[src/rtl/mem_arb_pkg.sv]
// mem_arb_pkg: shared types and constants for mem_port_arbiter.
//   arbState_t : FSM encoding (IDLE, BUSY)
//   minWidth() : counter/index width helper, never less than 1 bit
//   CH_DATA, CH_INST : fixed channel indices used by the CPU pipeline
package mem_arb_pkg;
    typedef enum logic {IDLE = 1'b0, BUSY = 1'b1} arbState_t;
    localparam int CH_DATA = 0;
    localparam int CH_INST = 1;
    function automatic int minWidth(input int n);
        return (n > 1) ? $clog2(n) : 1;
    endfunction
endpackage

[src/rtl/mem_arb_prio_enc.sv]
// mem_arb_prio_enc: lowest-index-first priority encoder.
//   pending  in  N     : request vector
//   grantIdx out IW    : index of lowest set bit (0 when none)
//   anyValid out 1     : at least one bit set
module mem_arb_prio_enc #(
    parameter int N  = 2,
    parameter int IW = 1
) (
    input  logic [N-1:0]  pending,
    output logic [IW-1:0] grantIdx,
    output logic          anyValid
);
    always_comb begin
        grantIdx = '0;
        for (int i = N - 1; i >= 0; i--)
            if (pending[i]) grantIdx = IW'(i);
        anyValid = |pending;
    end
endmodule

[src/rtl/mem_port_arbiter.sv]
// mem_port_arbiter: fixed-priority arbiter and stall generator merging NUM_CH
// pipeline channels onto one fixed-latency memory port.
//   clk, reset_n (async, active-low)
//   req_valid/req_write [NUM_CH], req_addr/req_wdata [NUM_CH*WORD_SIZE] : channel requests
//   req_ready [NUM_CH]  : registered one-cycle completion pulse
//   rsp_rdata           : registered read data, valid with req_ready
//   stall               : combinational, high while any request is pending
//   mem_read/mem_write, mem_addr/mem_wdata, mem_rdata : memory port
// Optional MEM_ARB_WRITE_BUFFER_EN: one-entry posted write buffer.
module mem_port_arbiter
    import mem_arb_pkg::*;
#(
    parameter int WORD_SIZE   = 16,
    parameter int NUM_CH      = 2,
    parameter int MEM_LATENCY = 3
) (
    input  logic                        clk,
    input  logic                        reset_n,
    input  logic [NUM_CH-1:0]           req_valid,
    input  logic [NUM_CH-1:0]           req_write,
    input  logic [NUM_CH*WORD_SIZE-1:0] req_addr,
    input  logic [NUM_CH*WORD_SIZE-1:0] req_wdata,
    output logic [NUM_CH-1:0]           req_ready,
    output logic [WORD_SIZE-1:0]        rsp_rdata,
    output logic                        stall,
    output logic                        mem_read,
    output logic                        mem_write,
    output logic [WORD_SIZE-1:0]        mem_addr,
    output logic [WORD_SIZE-1:0]        mem_wdata,
    input  logic [WORD_SIZE-1:0]        mem_rdata
);
    localparam int IDX_W = minWidth(NUM_CH);
    localparam int CNT_W = minWidth(MEM_LATENCY);
    localparam logic [CNT_W-1:0] LAST_CNT = CNT_W'(MEM_LATENCY - 1);
`ifdef MEM_ARB_WRITE_BUFFER_EN
    // A granted write is acknowledged at capture; the busy write access is the buffer drain.
    localparam bit POST_WRITES = 1'b1;
`else
    localparam bit POST_WRITES = 1'b0;
`endif

    arbState_t         state, stateNext;
    logic [CNT_W-1:0]  cnt;
    logic [IDX_W-1:0]  grantQ, encIdx;
    logic              wrQ, encAny, lastBeat, doGrant;
    logic [NUM_CH-1:0] doneQ, pending, servingMask, readyNext;

    assign pending  = req_valid & ~doneQ & ~req_ready;
    // Held at 0 during reset so every output reads 0 while reset_n is low.
    assign stall    = reset_n & (|pending);
    assign lastBeat = (state == BUSY) && (cnt == LAST_CNT);
    // The channel being served is excluded so a regrant never picks it again.
    assign servingMask = (state == BUSY) ? (NUM_CH'(1) << grantQ) : '0;
    assign doGrant  = encAny && ((state == IDLE) || lastBeat);
    assign mem_read  = (state == BUSY) && !wrQ;
    assign mem_write = (state == BUSY) && wrQ;

    mem_arb_prio_enc #(.N(NUM_CH), .IW(IDX_W)) prioEnc (
        .pending  (pending & ~servingMask),
        .grantIdx (encIdx),
        .anyValid (encAny)
    );

    always_comb begin
        stateNext = doGrant ? BUSY : (lastBeat ? IDLE : state);
        readyNext = '0;
        if (lastBeat && !(POST_WRITES && wrQ)) readyNext[grantQ] = 1'b1;
        if (doGrant && POST_WRITES && req_write[encIdx]) readyNext[encIdx] = 1'b1;
    end

    always_ff @(posedge clk or negedge reset_n) begin
        if (!reset_n) state <= IDLE;
        else          state <= stateNext;
    end

    always_ff @(posedge clk or negedge reset_n) begin
        if (!reset_n) begin
            cnt       <= '0;
            grantQ    <= '0;
            wrQ       <= 1'b0;
            doneQ     <= '0;
            req_ready <= '0;
            rsp_rdata <= '0;
            mem_addr  <= '0;
            mem_wdata <= '0;
        end else begin
            req_ready <= readyNext;
            doneQ     <= stall ? (doneQ | req_ready) : '0;
            cnt       <= (doGrant || lastBeat) ? '0 : ((state == BUSY) ? cnt + 1'b1 : cnt);
            if (doGrant) begin
                grantQ    <= encIdx;
                wrQ       <= req_write[encIdx];
                mem_addr  <= req_addr[encIdx*WORD_SIZE +: WORD_SIZE];
                mem_wdata <= req_wdata[encIdx*WORD_SIZE +: WORD_SIZE];
            end
            if (lastBeat && !wrQ) rsp_rdata <= mem_rdata;
        end
    end
endmodule
[config.mk]
export PLATFORM = sky130hd
export DESIGN_NAME = mem_port_arbiter
export DESIGN_NICKNAME = d
export VERILOG_FILES = /design/src/rtl/mem_arb_pkg.sv /design/src/rtl/mem_arb_prio_enc.sv /design/src/rtl/mem_port_arbiter.sv
export SDC_FILE = /design/constraint.sdc
export NUM_CORES = 1
export LEC_CHECK = 0
export CAP_MARGIN = 20
export CORE_UTILIZATION = 42
export DETAILED_ROUTE_END_ITERATION = 16
export GPL_ROUTABILITY_DRIVEN = 0
export PLACE_DENSITY = 0.94
export SYNTH_ARGS = -nofsm -noshare
export SYNTH_HDL_FRONTEND = slang
export SYNTH_HIERARCHICAL = 1
export SYNTH_SLANG_ARGS = --single-unit
[constraint.sdc]
create_clock -name clk -period 5.3 [get_ports clk]
set_input_delay 0.795 -clock clk [delete_from_list [all_inputs] [get_ports clk]]
set_output_delay 0.795 -clock clk [all_outputs]
set_load 0.05 [all_outputs]
==> results.ini, run 1 <==
[drt]
drc=0
initialDrtViolationCount=64
vias=2275
ant_nets=0
totalWireLength_mm=6.65
routedWlPerCell_um=15.3
via_per_inst=5.24
drt_pre_antenna_iters=4

[floorplan]
die-area_um2=6550
core_um2=5960
start_util_pct=43.9
fp.dieH_um=80.9
fp.dieW_um=80.9
row_count=28
io_pins=139

[clock_tree]
cts_tree=built
numCtsBuffers=9
cts_hold_buffers=0
cts_resized=0
post-cts-setup-buffers=0
htree_levels=3
cts.path.max_buffers=2
clk-insertion-delay-late_ns=0.32
clkSinkCount=57
cts.reportedPaths.clkPinSlew_ns=0.06
clk_root_buffer_cell=clkbuf_8

[layout]
fin_nets=441
area_growth_pct=62.6
nFillCells=451
drive_above_1_share_pct=9.19
diodes=0
multi_input_area_um2=1090
regArea_um2=1430
stdcell_count=434

[job]
drv_cap=0

[synth]
yosysWarnings=6
synth_cell_type_count=23
syn_avg_cell_area_um2=11.7
synth-seq-cells=57
synthCells=223
synth_area_um2=2620
ys_seq_area_share_pct=54.5
syn_nets=310

[global_routing]
grt_pass1_vias=2129
grt_use_total_pct=20.3
grt_max_degree=70
antenna_found_initial=0
grt_pass1_wl_mm=9.95
overflow=0

[setup_path]
reg2reg_slack_ns=3.14
crit_path_start_kind=input pin
worst-path-buf-inv=2
crit_path_max_incr_delay_ns=0.82
critical_path_class=input pin to output port
endpoint_kind=output port
rr_endpoint=grantQ$_DFFE_PN0P_
cpMostUsedCell=clkdlybuf4s50_1
r2r_cells=6
crit_chain=clkdlybuf4s50_1 > nand2_1 > a21boi_1 > clkdlybuf4s50_1
timing.rr.start=cnt[0]$_DFFE_PN0P_
cpLargestDelayFamily=buffers and inverters
crit_slowest_cell=clkdlybuf4s50_1
critPathRequiredTime_ns=4.51
crit_arrival_ns=2.34
cp_max_fo=3

[power]
p_total_mw=3.06
leakage_nw=1.76
power.density_nw_per_um2=719
power.ir.vdd_worst_mv=0.489

[run_status]
status=completed

[timing]
fmax_mhz=319
worst_pin_slew_ns=0.847
skew_ns=0.00842
final.setup.tns_ns=0
maxSlewViolCount=0
hold_viol_final=0
finalCriticalPeriod_ns=3.14
fin_crit_sh_pct=59.2
maxSlewHeadroom_pct=43.5
setup_viol=0
rsz0062_at_grt=no

[placement]
dp_cells=416
hpwl_mm=4.68
port_buffers=138

[worst_hold_path]
min_from=grantQ$_DFFE_PN0P_
hp-class=flop to flop
min_to=req_ready[0]$_DFF_PN0_
whs_path_depth=1

[area by class of cell]
| cell class | count | share of cell area (%) |
|---|---|---|
| repair buffers | 142 | 33.6 |
| flip-flops and latches | 57 | 33.5 |
| multi-input cells | 142 | 25.6 |
| clock buffers | 14 | 4.06 |
| well taps | 75 | 2.21 |
| clock inverters | 2 | 0.824 |
| inverters | 2 | 0.176 |
[layer usage]
layer	vias to the layer above	track usage, %	wire length (um)
met5	-	0	0
met4	0	9.29	38
met3	4	7.53	686
met2	107	33.7	3240
met1	1086	23.1	2690
li1	1078	-	-
[flip-flops by register name, indices dropped and copies added (netlist names)]
signal	count
cnt	2
doneQ	2
grantQ	1
mem_addr	16
mem_wdata	16
req_ready	2
rsp_rdata	16
state	1
wrQ	1
[placed cells by master (no fill, tap or decap), types with 2 or more instances in the layout]
cell and n:
clkdlybuf4s50_1 137, dfrtp_1 57, a21oi_1 35, mux2i_1 33
a31oi_1 33, clkbuf_8 12, mux2_4 10, mux2_1 7
nor2_1 6, nand2_1 4, nor3b_1 2, inv_1 2
clkbuf_1 2, buf_12 2, buf_4 2
[cells in the mapped netlist]
master    count  share of area [%]
dfrtp_1      57                 55
a21oi_1      35                6.7
a31oi_1      33                7.9
mux2i_1      33                 13
clkbuf_1     13                1.9
mux2_4       10                5.7
mux2_1        7                3.0
buf_2         6                1.1
nor2_1        6               0.86
nand2_1       4               0.57
buf_6         2               0.86
inv_1         2               0.29
nand2b_1      2               0.48
nor2b_1       2               0.48
nor3b_1       2               0.57
or2_1         2               0.48
a21boi_1      1               0.29
a22o_1        1               0.33
and2_1        1               0.24
buf_1         1               0.14
ha_1          1               0.48
nand2_2       1               0.24
o21ai_1       1               0.19
[power breakdown]
part | leakage (nW) | switching [mW] | internal [mW]
clock network | 0.107 | 0.162 | 0.255
registers | 0.650 | 0.120 | 0.646
logic | 1.01 | 1.19 | 0.685
[how the worst max path moves through the flow]
| stage | from | to | cells past startpoint |
|---|---|---|---|
| 6_report | req_valid[0] | stall | 4 |
| 5_1_grt | req_valid[0] | stall | 4 |
| 4_1_cts | req_valid[0] | stall | 4 |
| 3_5_place_dp | req_valid[0] | grantQ$_DFFE_PN0P_ | 6 |
| 3_3_place_gp | req_valid[0] | stall | 4 |
| 2_1_floorplan | req_valid[0] | stall | 2 |
[metrics by stage]
| step | utilization, % | hold WS, ns | setup slack (ns) | instance area (um2) |
|---|---|---|---|---|
| after floorplan | - | 0.439 | 2.87 | 2620 |
| after global placement | 67.3 | 0.463 | 2.22 | 4010 |
| after detailed placement | 67.3 | 0.471 | 2.11 | 4010 |
| after CTS | 70.8 | 0.477 | 2.15 | 4210 |
| after global routing | 71.4 | 0.508 | 2.09 | 4250 |
| final | 71.4 | 0.476 | 2.16 | 4250 |
[logic make-up after synthesis]
family | after synthesis | synth area share [%]
fa+ha+maj | 1 | 0.478
simple gates | 20 | 3.92
mux | 50 | 21.4
buf+inv | 24 | 4.30
flops | 57 | 54.5
compound gates | 71 | 15.4
Power figures use the tool's default switching activity.
==> run 2: changes to the inputs <==
--- a/config.mk
+++ b/config.mk
@@ -6,10 +6,10 @@
 export NUM_CORES = 1
 export LEC_CHECK = 0
 export CAP_MARGIN = 20
-export CORE_UTILIZATION = 42
+export CORE_UTILIZATION = 35
 export DETAILED_ROUTE_END_ITERATION = 16
 export GPL_ROUTABILITY_DRIVEN = 0
-export PLACE_DENSITY = 0.94
+export PLACE_DENSITY = 0.85
 export SYNTH_ARGS = -nofsm -noshare
 export SYNTH_HDL_FRONTEND = slang
 export SYNTH_HIERARCHICAL = 1
==> constraint.sdc (replaced) <==
create_clock -name clk -period 2.55 [get_ports clk]
set_input_delay 0.3825 -clock clk [delete_from_list [all_inputs] [get_ports clk]]
set_output_delay 0.3825 -clock clk [all_outputs]
set_load 0.05 [all_outputs]
==> run 2 against run 1 <==
Compared with the run above:
- register-to-register slack got worse by 2.5 ns
- die area increased by 19%
- via count decreased by 1.5%
- clock-buffer cell count unchanged
- wire length decreased by 1.4%
- sequential share of layout area decreased by 0.37 points
- utilization decreased by 12 points
- combinational power increased by 110%
- clock power increased by 110%
- largest power group unchanged
- highest routed layer unchanged
==> results.ini, run 2 (synthesis gave the netlist of run 1 again) <==
[clock_tree]
cts.path.max_buffers=2  ; unchanged
cts_hold_buffers=0  ; unchanged
cts_tree=built
htree_levels=3  ; unchanged
clk-insertion-delay-late_ns=0.32  ; about the same
clkSinkCount=57  ; unchanged
post-cts-setup-buffers=0  ; unchanged
cts.reportedPaths.clkPinSlew_ns=0.07  ; about the same
clk_root_buffer_cell=clkbuf_8
cts_resized=0  ; unchanged
numCtsBuffers=9  ; unchanged

[placement]
dp_worst_setup_slack_ns=0.512  ; -1.60 ns
postPlaceCellArea_um2=4090  ; +2.2%
hpwl_mm=4.76  ; +1.7%
port_buffers=138  ; unchanged

[setup_path]
crit_path_start_kind=flop
crit_slowest_cell=clkdlybuf4s50_1
critical_path_class=flop to output port
worst-path-buf-inv=1  ; -1
crit_chain=nor2b_1 > clkdlybuf4s50_1
reg2reg_slack_ns=0.60  ; -2.54 ns
endpoint_kind=output port
cp_max_fo=8  ; +5
critPathRequiredTime_ns=2.17  ; -2.34 ns
crit_path_max_incr_delay_ns=0.82  ; about the same
timing.rr.start=cnt[0]$_DFFE_PN0P_
rr_endpoint=rsp_rdata[4]$_DFFE_PN0P_
crit_arrival_ns=1.80  ; -0.54 ns
cpLargestDelayFamily=buffers and inverters
r2r_cells=5  ; -1

[drt]
dr_wl_met3_um=723  ; +5.4%
drc=0  ; unchanged
top_layer_used=met4
initialDrtViolationCount=61  ; -4.7%
met2WireLength_mm=3.10  ; -4.1%
totalWireLength_mm=6.56  ; -1.4%
wl_met1_mm=2.61  ; -2.9%
drt_pre_antenna_iters=4  ; unchanged
via_per_inst=4.88  ; -6.9%
vias=2240  ; -1.5%
routedWlPerCell_um=14.3  ; -6.7%
ant_nets=0  ; unchanged

[layout]
largestRegisters=mem_addr x16, mem_wdata x16, rsp_rdata x16
layout_commonest_cell=clkdlybuf4s50_1
fin_util_pct=59.3  ; -12 points
drive_above_1_share_pct=9.72  ; +0.53 points
layout_common_cells=clkdlybuf4s50_1 (136), dfrtp_1 (57), a21oi_1 (35), mux2i_1 (33), a31oi_1 (33)
design_area_um2=4300  ; +1.1%
diodes=0  ; unchanged
area_growth_pct=64.4
fin_nets=442  ; +0.23%

[floorplan]
die-area_um2=7830  ; +19%
fp.dieH_um=88.5  ; +9.3%
core_um2=7250  ; +22%
row_count=31  ; +11%
fp.dieW_um=88.5  ; +9.3%
start_util_pct=36.1  ; -7.9 points
io_pins=139  ; unchanged

[global_routing]
antenna_found_initial=0  ; unchanged
grt_use_total_pct=17.5  ; -2.8 points
overflow=0  ; unchanged
grt_max_degree=68  ; -2.9%
grt_pass1_vias=2212  ; +3.9%
grt_pass1_wl_mm=10.3  ; +3.7%

[timing]
setup_slack_ns=0.369  ; -1.79 ns
skew_ns=0.00689  ; -0.00153 ns
final.setup.tns_ns=0  ; unchanged
fmax_mhz=458
maxSlewViolCount=0  ; unchanged
setup_viol=0  ; unchanged
finalCriticalPeriod_ns=2.18
rsz0062_at_grt=no
fin_crit_sh_pct=85.5
hold_viol_final=0  ; unchanged
maxSlewHeadroom_pct=40.8  ; -2.7 points
worst_pin_slew_ns=0.887  ; +0.0401 ns

[run_status]
status=completed

[job]
drv_cap=0  ; unchanged

[worst_hold_path]
hp-class=input pin to async pin

[power]
power.density_nw_per_um2=1480  ; +110%
leakage_nw=1.77  ; +0.58%
power.ir.vdd_worst_mv=0.749  ; +53%

-- run 2: power by group --
group / switching [mW] / leakage, nW / total (mW) / internal, mW
Combinational: 2.45 / 1.02 / 3.89 / 1.44
Clock: 0.338 / 0.107 / 0.869 / 0.531
Sequential: 0.242 / 0.650 / 1.59 / 1.34
-- run 2: worst max path at each step --
stage | startpoint | end | slack, ns | cells after the start
2_1_floorplan | req_ready[0]$_DFF_PN0_ | mem_addr[0]$_DFFE_PN0P_ | 0.52 | 8
3_3_place_gp | req_valid[1] | mem_addr[5]$_DFFE_PN0P_ | 0.56 | 7
3_5_place_dp | req_valid[0] | mem_wdata[3]$_DFFE_PN0P_ | 0.51 | 7
4_1_cts | state$_DFFE_PN0P_ | mem_read | 0.34 | 2
5_1_grt | state$_DFFE_PN0P_ | mem_read | 0.28 | 2
6_report | state$_DFFE_PN0P_ | mem_read | 0.37 | 2
-- run 2: metal layers --
| layer | GRT usage (%) | up-vias |
|---|---|---|
| met4 | 8.80 | 0 |
| met2 | 27.8 | 110 |
| met1 | 20.3 | 1037 |
| met3 | 7.37 | 13 |
| li1 | - | 1080 |
| met5 | 0 | - |
-- run 2: metrics by stage --
stage                     hold slack (ns)  power, mW  instances
after floorplan                    0.0869       4.24        223
after global placement              0.463       5.44        443
after detailed placement            0.466       5.51        443
after CTS                           0.242       6.41        459
after global routing                0.299       6.71        459
final                               0.235       6.35        459
-- run 2: cell type report --
class                           count  area (um2)
Tap cell                           99         124
Inverter                            2        7.51
Multi-Input combinational cell    142        1090
Sequential cell                    57        1430
Clock buffer                       14         173
Timing Repair Buffer              143        1450
Clock inverter                      2        35.0
Fill cell                         638        2950
==> run 3: changes to the inputs <==
--- a/config.mk
+++ b/config.mk
@@ -9,7 +9,7 @@
 export CORE_UTILIZATION = 35
 export DETAILED_ROUTE_END_ITERATION = 16
 export GPL_ROUTABILITY_DRIVEN = 0
-export PLACE_DENSITY = 0.85
+export PLACE_DENSITY = 0.86
 export SYNTH_ARGS = -nofsm -noshare
 export SYNTH_HDL_FRONTEND = slang
 export SYNTH_HIERARCHICAL = 1
==> run 3 against run 2 <==
Compared with the run above:
- final area shrank 1.0%
- largest cell class unchanged
- critical path depth is the same
- clock skew grew 0.00074 ns
- sequential power is essentially flat
- combinational power is essentially flat
- global-route usage grew 0.061 points
==> results.ini, run 3 (synthesis gave the netlist of run 1 again) <==
[floorplan]
row_count=31  ; unchanged
fp.dieW_um=88.5  ; unchanged
die-area_um2=7830  ; unchanged
fp.dieH_um=88.5  ; unchanged
core_um2=7250  ; unchanged
io_pins=139  ; unchanged
start_util_pct=36.1  ; unchanged

[drt]
drt_pre_antenna_iters=4  ; unchanged
vias=2227  ; -0.58%
initialDrtViolationCount=64  ; +4.9%
routedWlPerCell_um=14.5  ; +1.5%
via_per_inst=4.84  ; -0.80%
ant_nets=0  ; unchanged
totalWireLength_mm=6.67  ; +1.7%
drc=0  ; unchanged

[timing]
setup_slack_ns=0.399  ; +0.0304 ns
setup_viol=0  ; unchanged
fin_crit_sh_pct=84.3  ; -1.2 points
worst_pin_slew_ns=0.881  ; -0.00644 ns
final.setup.tns_ns=0  ; unchanged
skew_ns=0.00764  ; +0.000742 ns
rsz0062_at_grt=no
fmax_mhz=465  ; +1.4%
maxSlewViolCount=0  ; unchanged
maxSlewHeadroom_pct=41.3  ; +0.43 points
hold_viol_final=0  ; unchanged
finalCriticalPeriod_ns=2.15  ; -0.0304 ns

[setup_path]
crit_arrival_ns=1.77  ; -0.03 ns
crit_chain=nor2b_1 > clkdlybuf4s50_1
critical_path_class=flop to output port
rr_endpoint=rsp_rdata[5]$_DFFE_PN0P_
critPathRequiredTime_ns=2.17  ; about the same
cpLargestDelayFamily=buffers and inverters
endpoint_kind=output port
crit_slowest_cell=clkdlybuf4s50_1
worst-path-buf-inv=1  ; unchanged
crit_path_start_kind=flop
timing.rr.start=cnt[0]$_DFFE_PN0P_
reg2reg_slack_ns=0.63  ; +0.03 ns
crit_path_max_incr_delay_ns=0.80  ; -0.02 ns
r2r_cells=5  ; unchanged
cp_max_fo=8  ; unchanged

[clock_tree]
numCtsBuffers=9  ; unchanged
cts_resized=0  ; unchanged
cts_tree=built
cts.reportedPaths.clkPinSlew_ns=0.06  ; about the same
post-cts-setup-buffers=0  ; unchanged
cts.path.max_buffers=2  ; unchanged
clk-insertion-delay-late_ns=0.32  ; about the same
cts_hold_buffers=0  ; unchanged
clkSinkCount=57  ; unchanged
clk_root_buffer_cell=clkbuf_8
htree_levels=3  ; unchanged

[layout]
fin_nets=444  ; +0.45%
largestRegisters=mem_addr x16, mem_wdata x16, rsp_rdata x16
nFillCells=626  ; -1.9%
drive_above_1_share_pct=10.2  ; +0.53 points
layout_commonest_cell=clkdlybuf4s50_1
layout_common_cells=clkdlybuf4s50_1 (136), dfrtp_1 (57), a21oi_1 (35), mux2i_1 (33), a31oi_1 (33)
regArea_um2=1430  ; unchanged
diodes=0  ; unchanged
multi_input_area_um2=1090  ; unchanged
area_growth_pct=62.7
design_area_um2=4260  ; -1.0%

[global_routing]
grt_max_degree=60  ; -12%
grt_pass1_vias=2144  ; -3.1%
antenna_found_initial=0  ; unchanged
overflow=0  ; unchanged
grt_use_total_pct=17.6  ; +0.061 points
grt_pass1_wl_mm=10.2  ; -1.2%

[placement]
hpwl_mm=4.96  ; +4.2%
port_buffers=138  ; unchanged
postPlaceCellArea_um2=4100  ; about the same
dp_worst_setup_slack_ns=0.405  ; -0.107 ns

[power]
power.density_nw_per_um2=1450  ; -1.4%
leakage_nw=1.76  ; -0.71%
p_total_mw=6.19  ; -2.5%
power.ir.vdd_worst_mv=0.666  ; -11%

[job]
drv_cap=0  ; unchanged

[worst_hold_path]
hp-class=input pin to async pin

[run_status]
status=completed

-- run 3: how the worst max path moves through the flow --
stage	cells past startpoint	start	slack, ns	endpoint
global placement	7	req_valid[1]	0.48	mem_addr[7]$_DFFE_PN0P_
global route	2	state$_DFFE_PN0P_	0.30	mem_write
detailed placement	7	req_valid[0]	0.41	mem_addr[15]$_DFFE_PN0P_
CTS	2	state$_DFFE_PN0P_	0.37	mem_read
floorplan	8	req_ready[0]$_DFF_PN0_	0.52	mem_addr[0]$_DFFE_PN0P_
finish	2	state$_DFFE_PN0P_	0.40	mem_read
-- run 3: final cells by class --
cell class                 count  area share, %
inverter                       2          0.176
tap                           99           2.91
timing repair buffer         145           34.1
sequential                    57           33.5
multi-input combinational    142           25.5
clock inverter                 4          0.470
clock buffer                  11           3.32
-- run 3: metal layers --
layer,up-vias,global-route usage (%),wire [um]
met5,-,0,0
met4,0,8.94,108
met3,10,6.53,603
met2,107,28.3,3190
met1,1029,20.6,2770
li1,1081,-,-
-- run 3: power breakdown --
| group | switching, mW | internal (mW) | total, mW |
|---|---|---|---|
| logic | 2.46 | 1.44 | 3.89 |
| clock network | 0.330 | 0.366 | 0.697 |
| registers | 0.256 | 1.34 | 1.60 |
| total | 3.04 | 3.15 | 6.19 |
-- run 3: worst reg2reg max path: cells and delay by family, from the launching register on --
| family | cells | cell delay [ns] |
|---|---|---|
| flops | 1 | 0.37 |
| fa+ha+maj | 1 | 0.22 |
| mux | 1 | 0.40 |
| simple gates | 2 | 0.76 |
| buf+inv | 1 | 0.05 |
-- run 3: stage by stage --
stage / utilization, % / hold WS (ns) / std cells
CTS: 58.7 / 0.235 / 460
global placement: 56.5 / 0.465 / 445
global route: 58.7 / 0.274 / 460
floorplan: - / 0.0869 / 223
finish: 58.7 / 0.221 / 460
detailed placement: 56.5 / 0.479 / 445
